**src/rtl/spi_dac_scheduler.sv**
```systemverilog
// spi_dac_scheduler
//   Shares one spiword DAC driver between two command requesters (UART
//   parser = req0, SPI-slave path = req1). The block arbitrates the
//   requests, issues the spiword start pulse, owns DAC chip-select framing,
//   and enforces a programmable dwell after every transfer before the next
//   command can be granted.
//
// Parameters
//   WORD_W    width of value, count and spi_tx
//   SHIFT     right shift applied to the value before it is sent (zero fill)
//   MIN_DWELL lower bound on the post-transfer dwell, in cycles
//
// Build option
//   FIXED_PRIO_EN  when defined, req0 always wins a tie; otherwise the tie is
//                  resolved round-robin against the most recent grant.
//
// Ports
//   clk, resetn              clock, asynchronous active-low reset
//   reqN_valid/ready         command handshake (ready is combinational)
//   reqN_count/value         dwell cycles after the transfer / DAC value
//   spi_we, spi_tx           start pulse and word to spiword
//   spi_running              spiword is shifting
//   csn                      DAC chip select, active low
//   busy                     scheduler is not idle
//   grant_id                 requester most recently granted
module spi_dac_scheduler #(
  parameter int WORD_W    = 16,
  parameter int SHIFT     = 2,
  parameter int MIN_DWELL = 0
) (
  input  logic              clk,
  input  logic              resetn,
  input  logic              req0_valid,
  output logic              req0_ready,
  input  logic [WORD_W-1:0] req0_count,
  input  logic [WORD_W-1:0] req0_value,
  input  logic              req1_valid,
  output logic              req1_ready,
  input  logic [WORD_W-1:0] req1_count,
  input  logic [WORD_W-1:0] req1_value,
  output logic              spi_we,
  output logic [WORD_W-1:0] spi_tx,
  input  logic              spi_running,
  output logic              csn,
  output logic              busy,
  output logic              grant_id
);

  localparam logic [WORD_W-1:0] MIN_DWELL_W = WORD_W'(MIN_DWELL);
  localparam logic [WORD_W-1:0] ONE_W       = WORD_W'(1);

  typedef enum logic [1:0] {
    IDLE     = 2'd0,
    SEND     = 2'd1,
    WAIT_SPI = 2'd2,
    DWELL    = 2'd3
  } state_t;

  state_t            state_q, state_d;
  logic              spi_we_d;
  logic              csn_d;
  logic [WORD_W-1:0] spi_tx_d;
  logic              grant_d;
  logic              last_q, last_d;
  logic              first_q, first_d;
  logic [WORD_W-1:0] cnt_q, cnt_d;
  logic [WORD_W-1:0] count_q, count_d;
  logic              sel;
  logic              accept;

  // Dwell length is the requested count, floored at MIN_DWELL.
  function automatic logic [WORD_W-1:0] dwell_len(input logic [WORD_W-1:0] c);
    return (c < MIN_DWELL_W) ? MIN_DWELL_W : c;
  endfunction

  // Word actually sent: value shifted right, zeros in from the MSB.
  function automatic logic [WORD_W-1:0] tx_word(input logic [WORD_W-1:0] v);
    return v >> SHIFT;
  endfunction

  // Requester selection; sel=1 means req1.
  always_comb begin
    sel = 1'b0;
    if (req0_valid && req1_valid) begin
`ifdef FIXED_PRIO_EN
      sel = 1'b0;
`else
      sel = ~last_q;
`endif
    end else begin
      sel = req1_valid;
    end
  end

  assign req0_ready = (state_q == IDLE) && req0_valid && !sel;
  assign req1_ready = (state_q == IDLE) && req1_valid && sel;
  assign accept     = req0_ready || req1_ready;
  assign busy       = (state_q != IDLE);

  always_comb begin
    state_d  = state_q;
    spi_we_d = 1'b0;
    csn_d    = csn;
    spi_tx_d = spi_tx;
    grant_d  = grant_id;
    last_d   = last_q;
    first_d  = first_q;
    cnt_d    = cnt_q;
    count_d  = count_q;
    case (state_q)
      IDLE: begin
        if (accept) begin
          state_d  = SEND;
          spi_we_d = 1'b1;
          csn_d    = 1'b0;
          spi_tx_d = sel ? tx_word(req1_value) : tx_word(req0_value);
          count_d  = sel ? req1_count : req0_count;
          grant_d  = sel;
          last_d   = sel;
        end
      end
      SEND: begin
        state_d = WAIT_SPI;
        first_d = 1'b1;
      end
      WAIT_SPI: begin
        // spiword's running flag is registered, so it cannot be trusted
        // on the first cycle after the start pulse.
        if (first_q) begin
          first_d = 1'b0;
        end else if (!spi_running) begin
          state_d = DWELL;
          cnt_d   = dwell_len(count_q);
          csn_d   = 1'b1;
        end
      end
      DWELL: begin
        if (cnt_q == '0) begin
          state_d = IDLE;
        end else begin
          cnt_d = cnt_q - ONE_W;
        end
      end
      default: begin
        state_d = IDLE;
        csn_d   = 1'b1;
      end
    endcase
  end

  always_ff @(posedge clk or negedge resetn) begin
    if (!resetn) begin
      state_q  <= IDLE;
      spi_we   <= 1'b0;
      spi_tx   <= '0;
      csn      <= 1'b1;
      grant_id <= 1'b0;
      last_q   <= 1'b1;
      first_q  <= 1'b0;
      cnt_q    <= '0;
    end else begin
      state_q  <= state_d;
      spi_we   <= spi_we_d;
      spi_tx   <= spi_tx_d;
      csn      <= csn_d;
      grant_id <= grant_d;
      last_q   <= last_d;
      first_q  <= first_d;
      cnt_q    <= cnt_d;
    end
  end

  // Latched command count is pure data and only read after acceptance.
  always_ff @(posedge clk) begin
    count_q <= count_d;
  end

endmodule

```
**config.mk**
```make
export PLATFORM = sky130hd
export DESIGN_NAME = spi_dac_scheduler
export DESIGN_NICKNAME = d
export VERILOG_FILES = /design/src/rtl/spi_dac_scheduler.sv
export SDC_FILE = /design/constraint.sdc
export NUM_CORES = 1
export LEC_CHECK = 0
export BUFFER_PORTS_ARGS = -buffer_cell sky130_fd_sc_hd__buf_4
export CORE_ASPECT_RATIO = 1.2
export CORE_MARGIN = 2
export CORE_UTILIZATION = 30
export CTS_CLUSTER_SIZE = 40
export DETAILED_ROUTE_END_ITERATION = 8
export HOLD_SLACK_MARGIN = 0.15
export SLEW_MARGIN = 25
export SYNTH_ARGS = -nofsm -noshare
export SYNTH_HDL_FRONTEND = slang
export SYNTH_SLANG_ARGS = --single-unit
```
**constraint.sdc**
```tcl
create_clock -name clk -period 3.6 [get_ports clk]
set_clock_uncertainty 0.15 [all_clocks]
set_input_delay 0.72 -clock clk [delete_from_list [all_inputs] [get_ports clk]]
set_output_delay 0.72 -clock clk [all_outputs]
set_load 0.1 [all_outputs]
```
# Word-level counts from Yosys, hierarchy flattened
# Index checks and enable logic that the tools add are counted.
word_totals:
  regBits: 55
  in_bits: 69
  out_inout_bits: 22
  word_cells: 57
op_classes:
  n_addsub: 1
  magnitude_cmp: 1
  eq_ne: 8
  muxes: 20
  bitwise: 1
  reduce_logical: 17
ops:
  columns: ["operator", "count"]
  rows:
  - ["2-to-1 mux 16 bit", 5]
  - ["one-hot mux 16 bit (2 select lines)", 1]
  - ["zero test 16 bit", 1]
  - ["less-than comparator 16 x 1 -> 1 bit (second input constant)", 1]
  - ["subtractor 16 x 1 -> 16 bit (second input constant)", 1]
  - ["2-to-1 mux 14 bit", 1]
  - ["AND reduction 4 bit", 3]
  - ["inequality test 2 bit (second input constant)", 5]
  - ["2-to-1 mux 2 bit", 4]
  - ["one-hot mux 2 bit (4 select lines)", 1]
  - ["nonzero test 2 bit", 4]
  - ["2-to-1 mux 1 bit", 6]
  - ["logical AND 1 bit", 5]
  - ["== test 2 bit (second input constant)", 2]
  - ["one-hot mux 1 bit (2 select lines)", 2]
  - ["== test 2 x 1 -> 1 bit (second input constant)", 1]
  - ["zero test 2 bit", 1]
  - ["AND reduction 2 bit", 1]
  - ["zero test 1 bit", 1]
  - ["logical OR 1 bit", 1]
  - ["inverter 1 bit", 1]

# Longest topological paths before layout
depth:
  word_depth: 7
  mapped_depth: 8
  depth_no_buf: 6

# Least setup slack after synthesis
# Ideal clock, no wire load.
synth_timing:
  kind: "input-to-output"
  start: "input port req1_valid"
  end: "output port req0_ready"
  t_arrival_ns: 2.483
  required_time_ns: 2.730
  path_slack_ns: 0.247
  cell_stages: 3
  n_path_buf: 1
  path_cell_list: "a21boi_1 clkbuf_1 nor2_1"
synth_between:
  elab_chain_len: 4
synth_rtl:
  columns: ["item", "line", "source"]
  rows:
  - ["start, declared", "37", "input logic req1_valid,"]
  - ["logical AND 1 bit", "84", "if (req0_valid && req1_valid) begin"]
  - ["2-to-1 mux 1 bit *", "84", null]
  - ["zero test 1 bit *", "95", "assign req0_ready = (state_q == IDLE) && req0_valid && !sel;"]
  - ["logical AND 1 bit *", "95", null]
  - ["end, declared", "34", "output logic req0_ready,"]
# Every way passes the cells marked *; elsewhere a longest branch is shown, timed or not.

# Worst setup path after layout
layout_timing:
  start: "register cnt_q[0]"
  end: "register cnt_q[3]"
layout_between:
  elab_chain_len: 3
  elab_cells_between_ends: 6
  classes_between: "1 x add/sub; 1 x eq/ne; 2 x mux; 2 x reduce/logical"
layout_rtl:
  columns: ["item", "line", "source"]
  rows:
  - ["start, declared", "66", "logic [WORD_W-1:0] cnt_q, cnt_d;"]
  - ["start signal, assigned", "169", "cnt_q <= cnt_d;"]
  - ["subtractor 16 x 1 -> 16 bit / zero test 16 bit (equally long branches)", "141, 138", null]
  - ["2-to-1 mux 16 bit / inequality test 2 bit (equally long branches)", null, null]
  - ["one-hot mux 16 bit (2 select lines) / AND reduction 4 bit (equally long branches)", null, null]
# Parallel ways exist; a longest one is shown, timed or not. The select of a mux whose other input is x is not followed.
# A chain may end at the register's enable or synchronous reset.

==> results.toml <==
[floorplanning]
start_util = 0.3070
ios = 91
fp.dieH_microns = 112.1
core_sq_um = 9515
dieArea_sq_um = 10550
die_w_microns = 94.09
rows = 39

[synthesis]
synth_cell_types = 55
synth_warnings = 0
async_reset_ff_frac = 0.6981
syn_inst = 281
syn_area_per_cell_sq_um = 10.40
synth_ff_type = "dfrtp_1"
synth_edf_count = 16
synth.yosys.seq_area_share = 0.4822
synth-seq-cells = 53
synth_area_sq_um = 2922

[routing]
drt-total-wl_microns = 6953
viasPerCell = 5.074
drt_iter0_markers = 130
drc = 0
dr.pass1.iters = 4
avgRoutedWirePerCell_microns = 14.31
vias = 2466
detail-route-antenna-nets = 0

[power]
p_leak_uw = 0.001722
p_sw_frac = 0.1943
internal_power_uw = 1034
p_switching_uw = 249.5
pwr-share-comb = 0.083
clockPowerShare = 0.433
seqPwrFrac = 0.484
ir_drop_mv = 0.1942
power.density_nw_per_um2 = 332.4

[worst_setup_path]
crit_type = "reg -> reg"
crit_arrival_ns = 2.68
reg2reg_from = "cnt_q[0]$_DFFE_PN0P_"
worst_setup_path_end_kind = "register"
crit_fanout = 8
cp-startpoint = "cnt_q[0]$_DFFE_PN0P_"
crit_required_ns = 3.61
crit_path_start_kind = "register"

[clocking]
ctsHoldBuffers = 0
cts_sinks = 53
ctsResizeCount = 0
htree_num_levels = 2
root_buffer = "clkbuf_16"
numCtsBuffers = 5
post_cts_buffers = 0
clock_path_buffers = 2
clk_latency_ns = 0.29
cts.clk_slew.worst_paths_ns = 0.07
cts_tree = "built"

[layout]
area_growth_pct = 32.21
fin_nets = 436
drive_gt1_frac = 0.3471
final_common_cell = "buf_4"
final_cell_mix = "buf_4 (92), dfrtp_1 (35), o21ai_0 (22)"
n_fill_cell = 928
diodes = 0
fin_area_sq_um = 3862

[timing]
tns_ns = 0
fin_crit_ns = 2.666
fmax_ghz = 0.3751
finalHoldViolCount = 0
slew_headroom = 0.5471
tightest_slew_ns = 0.6731
final_max_slew_viol_count = 0
setup_violations = 0
rsz0062_at_grt = "false"
hold_ws_ns = 0.2437
finalCritPeriodShare = 0.7405

[global_route]
grt_start_max_net_pins = 38
antenna_found_initial = 0
grt_pass1_vias = 2482
grt_pass1_wl_microns = 11610
grtUsageTotal = 0.1369
grt_overflow = 0

[place]
routabilityCongestion = 0.8881
dp_hpwl_microns = 5145
portBuffers = 84
placed_cell_area_sq_um = 3690

[min_path]
hold_class = "in -> async"

[flow_run]
drv_cap = 0

[outcome]
status = "finished clean"
[critical path: stages (launching register included)]
cell       delay [ns]
dfrtp_1          0.42
inv_1            0.08
ha_1             0.21
or3b_2           0.57
or4_1            0.67
o2111ai_1        0.32
nand3_1          0.11
[power by group through the flow]
stage | Clock, uW | Combinational, uW | Sequential (uW)
after floorplan | 0 | 41.7 | 634
after detailed placement | 0 | 109 | 634
final | 556 | 106 | 622
after global placement | 0 | 107 | 634
after global routing | 599 | 118 | 621
after CTS | 569 | 109 | 622
[synth_stat cells (all sizes together) (2+ instances only)]
library cell / instances / share of area
ha: 5 / 0.021
nand4: 3 / 0.0064
nor2: 13 / 0.017
clkbuf: 13 / 0.017
a21oi: 12 / 0.021
a22oi: 3 / 0.0077
mux2: 16 / 0.062
nor3: 12 / 0.021
o211ai: 4 / 0.010
a211o: 2 / 0.0060
mux2i: 18 / 0.062
dfstp: 2 / 0.018
a21o: 3 / 0.0077
o22ai: 3 / 0.0064
nand3: 4 / 0.0069
a211oi: 3 / 0.0077
o21ai: 25 / 0.043
a31oi: 4 / 0.0086
nor3b: 3 / 0.0077
nor4: 11 / 0.034
o21a: 2 / 0.0051
inv: 12 / 0.015
or4: 4 / 0.012
nor2b: 4 / 0.0086
buf: 6 / 0.016
or2: 2 / 0.0043
o22a: 2 / 0.0060
nand2: 18 / 0.023
edfxtp: 16 / 0.16
dfrtp: 35 / 0.30
or3: 2 / 0.0043
[cells by family (layout without fill, tap and decap cells)]
logic type               after synthesis  in the layout  share of synthesized area
AO/OA/AOI/OAI                         76             76                     0.1683
adder cells (fa/ha/maj)                5              5                    0.02141
buffers and inverters                 32            113                    0.04925
flip-flops                            53             53                     0.4822
multiplexers                          34             34                     0.1233
other                                  1              2                   0.001284
AND/OR/NAND/NOR                       80             80                     0.1542
[through the flow]
step | util | setup WS, ns | total power (uW) | cells
detailed placement | 0.3878 | 0.9437 | 742.9 | 478
global route | 0.4059 | 0.8455 | 1338 | 486
floorplan | - | 0.2470 | 675.7 | 282
CTS | 0.4059 | 0.9235 | 1300 | 486
global placement | 0.3878 | 0.9883 | 740.6 | 478
finish | 0.4059 | 0.9342 | 1284 | 486
[sequential cells by signal, summed over array words and instances (netlist names)]
register  cells
csn           1
grant_id      1
count_q      16
spi_tx       14
last_q        1
cnt_q        16
state_q       2
spi_we        1
first_q       1
[per-layer routing]
layer / GRT usage / wire [microns] / up-vias
met5: 0 / 0 / -
met4: 0.04155 / 109 / 0
met3: 0.02550 / 338 / 7
met2: 0.2333 / 3648 / 86
met1: 0.1756 / 2857 / 1166
li1: - / - / 1207
[path summary, 6_finish.rpt]
check / slack (ns) / depth (start not counted) / endpoint
worst min register to register: 0.32 / 2 / csn$_DFFE_PN1P_
min in group clk: 0.32 / 2 / csn$_DFFE_PN1P_
worst max register to register: 0.93 / 6 / cnt_q[3]$_DFFE_PN0P_
max in group asynchronous: 2.70 / 1 / csn$_DFFE_PN1P_
worst max-delay path: 0.93 / 6 / cnt_q[3]$_DFFE_PN0P_
worst min-delay path: 0.24 / 1 / spi_tx[0]$_DFFE_PN0P_
[layout make-up]
type                       count  area (sq um)  area share
timing repair buffer          92         690.7      0.1788
clock buffer                   7         142.6     0.03693
multi-input combinational    197          1388      0.3592
clock inverter                 1         30.03    0.007775
sequential                    53          1409      0.3648
tap                          123         153.9     0.03984
inverter                      13         48.80     0.01263
Note: power is estimated with default switching activity, not from simulation.
